===== src/rtl/led_matrix_driver.sv =====
// led_matrix_driver: multiplexed 4x4 LED grid driver with playhead inversion, PWM and a double-buffered pattern
// Ports: clk/rst_n (sync active-low); pattern_in/pattern_valid/pattern_ready load a 16-bit pattern (bit = row*4+col);
//        playhead/playhead_en invert one LED; brightness sets duty; row_outputs (active-low), col_outputs (active-high);
//        frame_start pulses on the first output cycle of row 0.
module led_matrix_driver #(
  parameter int ROW_PERIOD   = 65536,
  parameter int BLANK_CYCLES = 16,
  parameter int PWM_BITS     = 4
) (
  input  logic                clk,
  input  logic                rst_n,
  input  logic [15:0]         pattern_in,
  input  logic                pattern_valid,
  output logic                pattern_ready,
  input  logic [3:0]          playhead,
  input  logic                playhead_en,
  input  logic [PWM_BITS-1:0] brightness,
  output logic [3:0]          row_outputs,
  output logic [3:0]          col_outputs,
  output logic                frame_start
);
  localparam int CW = $clog2(ROW_PERIOD);
  logic [CW-1:0] slot_cnt;
  logic [1:0]    row;
  logic [15:0]   active, shadow;
  logic          pending, last, on, lit;
  logic [3:0]    base, flip, cols;
  always_comb begin
    last = slot_cnt == CW'(ROW_PERIOD - 1);
    on   = slot_cnt >= CW'(BLANK_CYCLES);
    lit  = slot_cnt[PWM_BITS-1:0] < brightness;
    base = active[{row, 2'b00} +: 4];
    flip = (playhead_en && playhead[3:2] == row) ? 4'd1 << playhead[1:0] : 4'd0;
    cols = (on && lit) ? base ^ flip : 4'd0;
  end
  // ready is simply "shadow empty"; a capture can never coincide with a commit since capture needs pending low
  assign pattern_ready = ~pending;
  always_ff @(posedge clk) begin
    if (!rst_n) begin
      slot_cnt    <= '0;
      row         <= 2'd0;
      active      <= 16'd0;
      shadow      <= 16'd0;
      pending     <= 1'b0;
      row_outputs <= 4'hf;
      col_outputs <= 4'd0;
      frame_start <= 1'b0;
    end else begin
      slot_cnt <= slot_cnt + CW'(1);
      if (last) row <= row + 2'd1;
      if (pattern_valid && !pending) begin
        shadow  <= pattern_in;
        pending <= 1'b1;
      end else if (pending && last && row == 2'd3) begin
        active  <= shadow;
        pending <= 1'b0;
      end
      row_outputs <= on ? ~(4'd1 << row) : 4'hf;
      col_outputs <= cols;
      frame_start <= row == 2'd0 && slot_cnt == '0;
    end
  end
endmodule


===== config.mk =====
export PLATFORM = sky130hd
export DESIGN_NAME = led_matrix_driver
export DESIGN_NICKNAME = d
export VERILOG_FILES = /design/src/rtl/led_matrix_driver.sv
export SDC_FILE = /design/constraint.sdc
export NUM_CORES = 1
export LEC_CHECK = 0
export BUFFER_PORTS_ARGS = -buffer_cell sky130_fd_sc_hd__buf_2
export CAP_MARGIN = 20
export CORE_ASPECT_RATIO = 0.9
export CORE_MARGIN = 3
export CORE_UTILIZATION = 60
export CTS_CLUSTER_SIZE = 25
export DETAILED_ROUTE_END_ITERATION = 7
export PLACE_DENSITY = 0.83
export RECOVER_POWER = 50
export SYNTH_ARGS = -nofsm -noshare
export SYNTH_HDL_FRONTEND = slang
export SYNTH_SLANG_ARGS = --single-unit
export TNS_END_PERCENT = 20

===== constraint.sdc =====
create_clock -name clk -period 4.45 [get_ports clk]
set_input_delay 1.1125 -clock clk [delete_from_list [all_inputs] [get_ports clk]]
set_output_delay 1.1125 -clock clk [all_outputs]
set_load 0.005 [all_outputs]

; Word-level counts from Yosys, hierarchy flattened
; Index checks and enable logic that the tools add are counted.
[op_classes]
bitwise = 4
eq_ne = 3
muxes = 3
n_reduce_logical = 13
n_shift = 3
add_sub_neg = 2
n_lt_le_gt_ge = 2
[op_table]
columns = cell, count
row1 = $add 16x1->16 const B, 1
row2 = $eq 16x16->1 const B, 1
row3 = $ge 16x5->1 const B, 1
row4 = $logic_not 16->1, 1
row5 = $shiftx 16x5->4, 1
row6 = $shl 1x2->4 const A, 2
row7 = $logic_and 1x1->1, 6
row8 = $reduce_and 2->1, 3
row9 = $lt 4x4->1, 1
row10 = $mux 4, 1
row11 = $not 4->4, 1
row12 = $xor 4x4->4, 1
row13 = $add 2x1->2 const B, 1
row14 = $eq 2x2->1, 1
row15 = $eq 2x2->1 const B, 1
row16 = $logic_not 2->1, 1
row17 = $mux 1, 2
row18 = $not 1->1, 2
row19 = $reduce_bool 2->1, 1
row20 = $logic_not 1->1, 1
[totals]
in_bits = 28
ff_bits = 60
word_cells = 38

; Logic depth before layout (Yosys ltp)
; Gate-level depths: netlist of run 1.
[logic_depth]
ltp_word = 5
ltp_mapped = 7
mapped_depth_nobuf = 5

; Worst setup path after synthesis of run 1
; No wires, ideal clock.
[synth_path]
kind = input port to flip-flop
startpoint = input playhead[1]
endpoint = register col_outputs[0]
arrival_ns = 1.904
t_required_ns = 4.323
setup_slack_ns = 2.419
cell_stages = 4
setup_time_ns = 0.127
n_path_buf = 0
cell_sequence = or3b_2 -> nor3_1 -> xnor2_1 -> nor2_1
[synth_via]
elab_chain_cells = 3
[synth_rtl]
columns = item, line
row1 = from (decl), 15  ; input logic [3:0] playhead,
row2 = $shl 1x2->4, 33  ; flip = (playhead_en && playhead[3:2] == row) ? 4'd1 << playhead[1:0] : 4'd0;
row3 = $mux 4, 33
row4 = $xor 4x4->4, 34  ; cols = (on && lit) ? base ^ flip : 4'd0;
row5 = to (signal assigned), 59  ; col_outputs <= cols;
row6 = to (decl), 19  ; output logic [3:0] col_outputs,
; Every way passes these cells.
; A chain may end at the register's enable or synchronous reset.

; Worst setup path in the final report of run 1
[layout_path]
startpoint = input rst_n
endpoint = register col_outputs[3]
[layout_via]
elab_chain_cells = 1
[layout_rtl]
columns = item, line
row1 = from (decl), 11  ; input logic rst_n,
row2 = $reduce_and 2->1 (no line), n/a
; Every way passes these cells.

==> results.md, run 1 <==
* Inserted Diodes at 0
* Setup TNS at 0 ns
* Fin util at between 70% and 80%
* CP delay by family, top: buffers and inverters
* Worst Hold Class: reg2reg
* Sequential area share after synthesis at between 40% and 50%
* Core ar. at between 4000 and 5000 um^2
* Fin crit share at just under 70%
* Fill cells at roughly 330
* Final Instance Count excl. Fillers at ~390
* Clock Latency Late Sink at 0.33 ns
* Netlist cell types at 33
* Root Buffer: clkbuf_8
* Number of DRC markers in iteration 0 at around 130
* Die Ht at around 69 um
* DP HPWL at about 3.3 mm
* Worst EP arrival at 3.34 ns
* Worst ir drop on vdd at about 240 uV
* WL/cell at 12.55 um
* Synth area leaders: dfxtp_1 (46%), nand2_1 (11%), mux2i_1 (6.9%)
* Crit path cell chain: clkbuf_1 > inv_1 > buf_4 > a31oi_1 > o211ai_1 > nor2_1
* Critical Setup Path Class: in2reg
* Starting Density at between 60% and 70%
* Unrepaired setup endpoints after global routing: false
* I/O Pins at 38
* Vias per cell at around 5.3
* Yosys warning total at 0
* EDFF count, synth at 0
* Slowest stage cell, crit path: clkbuf_1
* Gr usage total at between 20% and 30%
* CTS tree: done
* Async SR Flop Fraction at 0%
* Post-synth top cells: nand2_1 (77), dfxtp_1 (60), a21oi_1 (21), mux2i_1 (18), nor2_1 (18)
* Pwr Density at roughly 370 nW/um^2
* CTS max path bufs at 2
* Max-slew violation total from the final report at 0
* First-pass GRT wire length at roughly 7.9 mm
* Crit path launch type: primary input
* Crit path buf inv count at 3
* CTS clk-pin slew, worst paths at approximately 0.060 ns
* Die Area at 5172 um^2
* Routed wire length at slightly below 5 mm
* Critical path capture point type: flop
* #FFs+latches synth at 60
* Yosys top cell by area: dfxtp_1
* Critical Path Source: rst_n
* Crit Path Max Fanout at 40
* Worst EP required at around 4.7 ns
* Final setup viols at 0
* First-pass iteration count of the detailed router at 4
* Worst Max-Slew Pin Slew at between 1 and 1.5 ns
* Status: completed
* Synth top area share at roughly 46%
* CTS Sinks at 60
* Achievable Freq at 325.2 MHz
* Final min period at between 3 and 4 ns
* Syn Area/Cell at a little under 9 um^2
* FP Rows at 22
* Placed Instances at between 300 and 400
* Post-layout nets at around 370
* Share of layout cells above drive strength 1 at 17.06%
* Setup Fix Bufs, Post-CTS at 0
* Synthesized instance count at around 300
* Gates resized, CTS repair at 0
* Hold WS at 0.4532 ns
* Final Hold Fails at 0
* Antenna violations before repair at 0
* P_leak at 1.128 nW
* Post-route DRC at 0
* Area grow syn2layout at 14.74%
* Die W at 75.47 um
* Antenna Nets Post-Route at 0
* Post-synth top flop: dfxtp_1
* Vias in the first global route at about 1800
* Total power at between 1 and 1.5 mW
* Vias after detailed routing at between 2000 and 2500
* Hold bufs inserted after CTS at 0
* I/O Buffers at 37
* GR Overflow Total at 0
* Mapped Nets at approximately 340
* CTS buffer count at 9
* Total of max-cap violations at 0
* Fin Clk Skew at ~0.006 ns
* Largest net degree at the start of global routing at between 40 and 50
* H-tree Lvls at 3
* FF-to-FF Start: slot_cnt[0]$_SDFF_PN0_
* HP Start: shadow[13]$_SDFFE_PN0P_
* GPL Wtd Cong at 0.7567
* Top-count cell post-synth: nand2_1
* Headroom to the max-slew limit at 1.629%
* Synthesized cell area at between 2000 and 3000 um^2
* Largest stage delay, worst path at approximately 1.1 ns
[path summary, 6_finish.rpt]
kind / cells after the start / slack, ns / to
hold reg to reg: 2 / 0.45 / active[13]$_SDFFE_PN0P_
setup / recovery: 6 / 1.38 / col_outputs[3]$_SDFF_PN0_
setup reg to reg: 6 / 2.26 / active[1]$_SDFFE_PN0P_
hold / removal: 2 / 0.45 / active[13]$_SDFFE_PN0P_
[metal layers]
layer	up-vias	part of all wire, %	GRT usage, %
met3	10	5.7	7.101
met1	919	46	26.23
met4	0	1.5	8.079
met5	-	0	0
li1	1066	-	-
met2	50	47	33.51
[stage by stage]
step | worst slack [ns] | cell area (um^2)
2_1_floorplan | 2.419 | 2606
3_3_place_gp | 1.750 | 2790
3_5_place_dp | 1.682 | 2790
4_1_cts | 2.003 | 2992
5_1_grt | 1.113 | 2990
6_report | 1.375 | 2990
[tightest hold or removal path, stage by stage, from the launching register on]
cell     delay, ns
dfxtp_1       0.31
nand2_1       0.05
mux2i_1       0.05
[report_power, final]
| part | switching [mW] | internal, mW |
|---|---|---|
| Combinational | 0.0351 | 0.0252 |
| Sequential | 0.00900 | 0.549 |
| Clock | 0.199 | 0.285 |
| Total | 0.243 | 0.859 |
[cells in the final DEF, fill, tap and decap left out, types with 2 or more instances in the layout]
| cell | instances |
|---|---|
| a21oi_1 | 21 |
| and3_1 | 3 |
| buf_2 | 30 |
| buf_4 | 3 |
| clkbuf_1 | 7 |
| clkbuf_8 | 11 |
| clkinv_2 | 4 |
| dfxtp_1 | 60 |
| ha_1 | 9 |
| inv_1 | 13 |
| mux2i_1 | 18 |
| mux4_2 | 4 |
| nand2_1 | 77 |
| nand3_1 | 8 |
| nand3b_1 | 2 |
| nand4_1 | 3 |
| nor2_1 | 18 |
| nor3_1 | 6 |
| nor4_1 | 3 |
| o21ai_0 | 7 |
| or3_1 | 5 |
| xnor2_1 | 8 |
| xor2_1 | 7 |
[registers in the layout (all words and copies together), names as in the netlist]
register     count
shadow          16
col_outputs      4
frame_start      1
row              2
row_outputs      4
slot_cnt        16
pending          1
active          16
[logic make-up (layout without fill, tap and decap cells)]
logic type | after synthesis | count (layout) | synth area share, %
buf+inv | 27 | 69 | 4.801
xor+xnor | 15 | 15 | 5.041
compound gates | 31 | 31 | 6.193
flops | 60 | 60 | 46.09
simple gates | 134 | 134 | 23.19
mux | 22 | 22 | 10.37
fa+ha+maj | 9 | 9 | 4.321
[area by class of cell]
type                            instances  area [um^2]  area share (%)
Multi-Input combinational cell        211         1280           42.80
Sequential cell                        60         1201           40.17
Timing Repair Buffer                   40        198.9           6.653
Clock buffer                           11        151.4           5.063
Tap cell                               48        60.06           2.008
Clock inverter                          5        50.05           1.674
Inverter                               13        48.80           1.632
Power figures use the tool's default switching activity.
==> inputs of run 2 (changes only) <==
Settings changed: CORE_UTILIZATION 60 to 51, PLACE_DENSITY 0.83 to 0.75.
Clock period 4.45 ns to 2.51 ns, I/O delays scaled along.
==> run 2 against run 1 <==
First-iteration DRC count shrank 18%. Global-route usage shrank 2.8 points. Clock skew shrank 0.00050 ns. Sequential power grew 77%. Core utilization shrank 12 points. Register-to-register slack lost 1.9 ns. Clock-buffer cell count grew 1. Sequential cell count is the same. Highest routed layer unchanged. Clock power grew 42%. Critical endpoint is now active[5]$_SDFFE_PN0P_.
==> results.md, run 2 (synthesized netlist as in run 1, its figures left out) <==
* Worst Hold Class: reg2reg
* Worst ir drop on vdd at 531.1 uV
* FF-to-FF Start: slot_cnt[0]$_SDFF_PN0_
* Die Area at approximately 6000 um^2
* First-pass iteration count of the detailed router at 4
* DP HPWL at approximately 3.4 mm
* CTS tree: done
* Unrepaired setup endpoints after global routing: false
* WL/cell at between 10 and 15 um
* P_leak at approximately 1.1 nW
* CP endpoint: active[5]$_SDFFE_PN0P_
* Achievable Freq at between 400 and 500 MHz
* I/O Pins at 38
* Critical path capture point type: flop
* First-pass GRT wire length at between 8 and 9 mm
* Crit Path Max Fanout at 17
* Slowest stage cell, crit path: or4_4
* Root Buffer: clkbuf_8
* Routed wire length at just under 5 mm
* Post-route DRC at 0
* CTS max path bufs at 2
* Fin crit share at 85.04%
* Share of layout cells above drive strength 1 at around 18%
* H-tree Lvls at 3
* Largest stage delay, worst path at around 0.54 ns
* Total of max-cap violations at 0
* Fin util at roughly three fifths
* CTS buffer count at 9
* FP Rows at 24
* Setup Fix Bufs, Post-CTS at 0
* Worst EP required at 2.77 ns
* Leading cell types in the layout, fill and taps excluded: nand2_1 (77), dfxtp_1 (60), buf_2 (36), a21oi_1 (21)
* FF-to-FF path depth at 6
* Inserted Diodes at 0
* Headroom to the max-slew limit at about 5.6%
* GR Overflow Total at 0
* Fin Clk Skew at about 0.0056 ns
* Die W at a little over 80 um
* Dpl ws at 0.4020 ns
* Critical Setup Path Class: reg2reg
* GPL Wtd Cong at 0.7577
* Fill cells at 433
* Starting Density at 53.25%
* Gates resized, CTS repair at 0
* Crit path launch type: flop
* Max-slew violation total from the final report at 0
* Final setup viols at 0
* Hold bufs inserted after CTS at 0
* CTS Sinks at 60
* Final min period at about 2.1 ns
* Status: completed
* Total power at between 1.5 and 2 mW
* Top Registers: active: 16 flops, shadow: 16 flops, slot_cnt: 16 flops
* CTS clk-pin slew, worst paths at roughly 0.060 ns
* Critical Path Source: slot_cnt[0]$_SDFF_PN0_
* Worst setup margin at 0.3754 ns
* Setup TNS at 0 ns
* Largest net degree at the start of global routing at 40
* Core ar. at between 4000 and 5000 um^2
* Final Hold Fails at 0
* Vias after detailed routing at 2028
* I/O Buffers at 37
* Clock Latency Late Sink at 0.33 ns
* Number of DRC markers in iteration 0 at 108
* Gr usage total at a little under a fifth
* Die Ht at about 74 um
* Antenna violations before repair at 0
* Area grow syn2layout at 14.02%
* Capturing point of the worst reg2reg path: active[5]$_SDFFE_PN0P_
* Vias per cell at 5.007
* Vias in the first global route at 1843
* R2R Setup Slk at 0.38 ns
* Commonest non-fill, non-tap cell in the layout: nand2_1
* Crit path cell chain: ha_1 > nand2_1 > or4_4 > nor3_2 > buf_4 > mux2i_1
* Post-layout nets at 373
* Antenna Nets Post-Route at 0
* Worst EP arrival at between 2 and 2.5 ns
* Pwr Density at roughly 600 nW/um^2
* Worst Max-Slew Pin Slew at 1.416 ns
==> run 2: changes by cell type in the layout (fill, tap and decap cells not counted) <==
cell       before  now
bufinv_16       1    0
clkbuf_8       11    9
buf_2          30   36
clkbuf_1        7    5
clkinv_2        4    3
==> run 2: area by class of cell <==
class	count	area [um^2]	share of cell area [%]
inverter	13	48.80	1.642
clock inverter	3	15.01	0.5053
clock buffer	12	135.1	4.547
sequential	60	1201	40.42
tap	65	81.33	2.737
timing repair buffer	41	210.2	7.074
multi-input combinational	211	1280	43.07
==> run 2: power breakdown <==
part / internal [mW] / switching (mW) / total, mW
Clock: 0.348 / 0.338 / 0.686
Combinational: 0.0447 / 0.0626 / 0.107
Sequential: 0.974 / 0.0151 / 0.989
==> run 2: how the worst min path moves through the flow <==
stage                             from                      end  depth (start not counted)
2_1_floorplan  active[10]$_SDFFE_PN0P_  active[10]$_SDFFE_PN0P_                          2
3_3_place_gp   active[15]$_SDFFE_PN0P_  active[15]$_SDFFE_PN0P_                          2
3_5_place_dp   active[13]$_SDFFE_PN0P_  active[13]$_SDFFE_PN0P_                          2
4_1_cts         shadow[4]$_SDFFE_PN0P_   shadow[4]$_SDFFE_PN0P_                          2
5_1_grt         shadow[8]$_SDFFE_PN0P_   active[8]$_SDFFE_PN0P_                          2
6_report       active[12]$_SDFFE_PN0P_  active[12]$_SDFFE_PN0P_                          2
==> run 2: metal layers <==
metal,share of wire (%),vias up,global-route usage (%)
met4,1.8,0,9.381
li1,-,1063,-
met2,44,49,27.76
met5,0,-,0
met1,49,906,23.20
met3,5.4,10,5.392
==> run 2: worst max-delay path, delay by kind of cell (launching register included) <==
family / cells / cell delay [ns]
and+or+nand+nor: 3 / 0.85
DFF: 1 / 0.42
buffers and inverters: 1 / 0.31
adders and majority gates: 1 / 0.24
muxes: 1 / 0.23
==> run 2: stage by stage <==
step           cell area, um^2  hold slack [ns]  instances
3_3_place_gp              2826           0.4405        390
3_5_place_dp              2826           0.4444        390
6_report                  2972           0.4548        405
5_1_grt                   2972           0.4791        405
2_1_floorplan             2606           0.4315        298
4_1_cts                   2977           0.4568        405
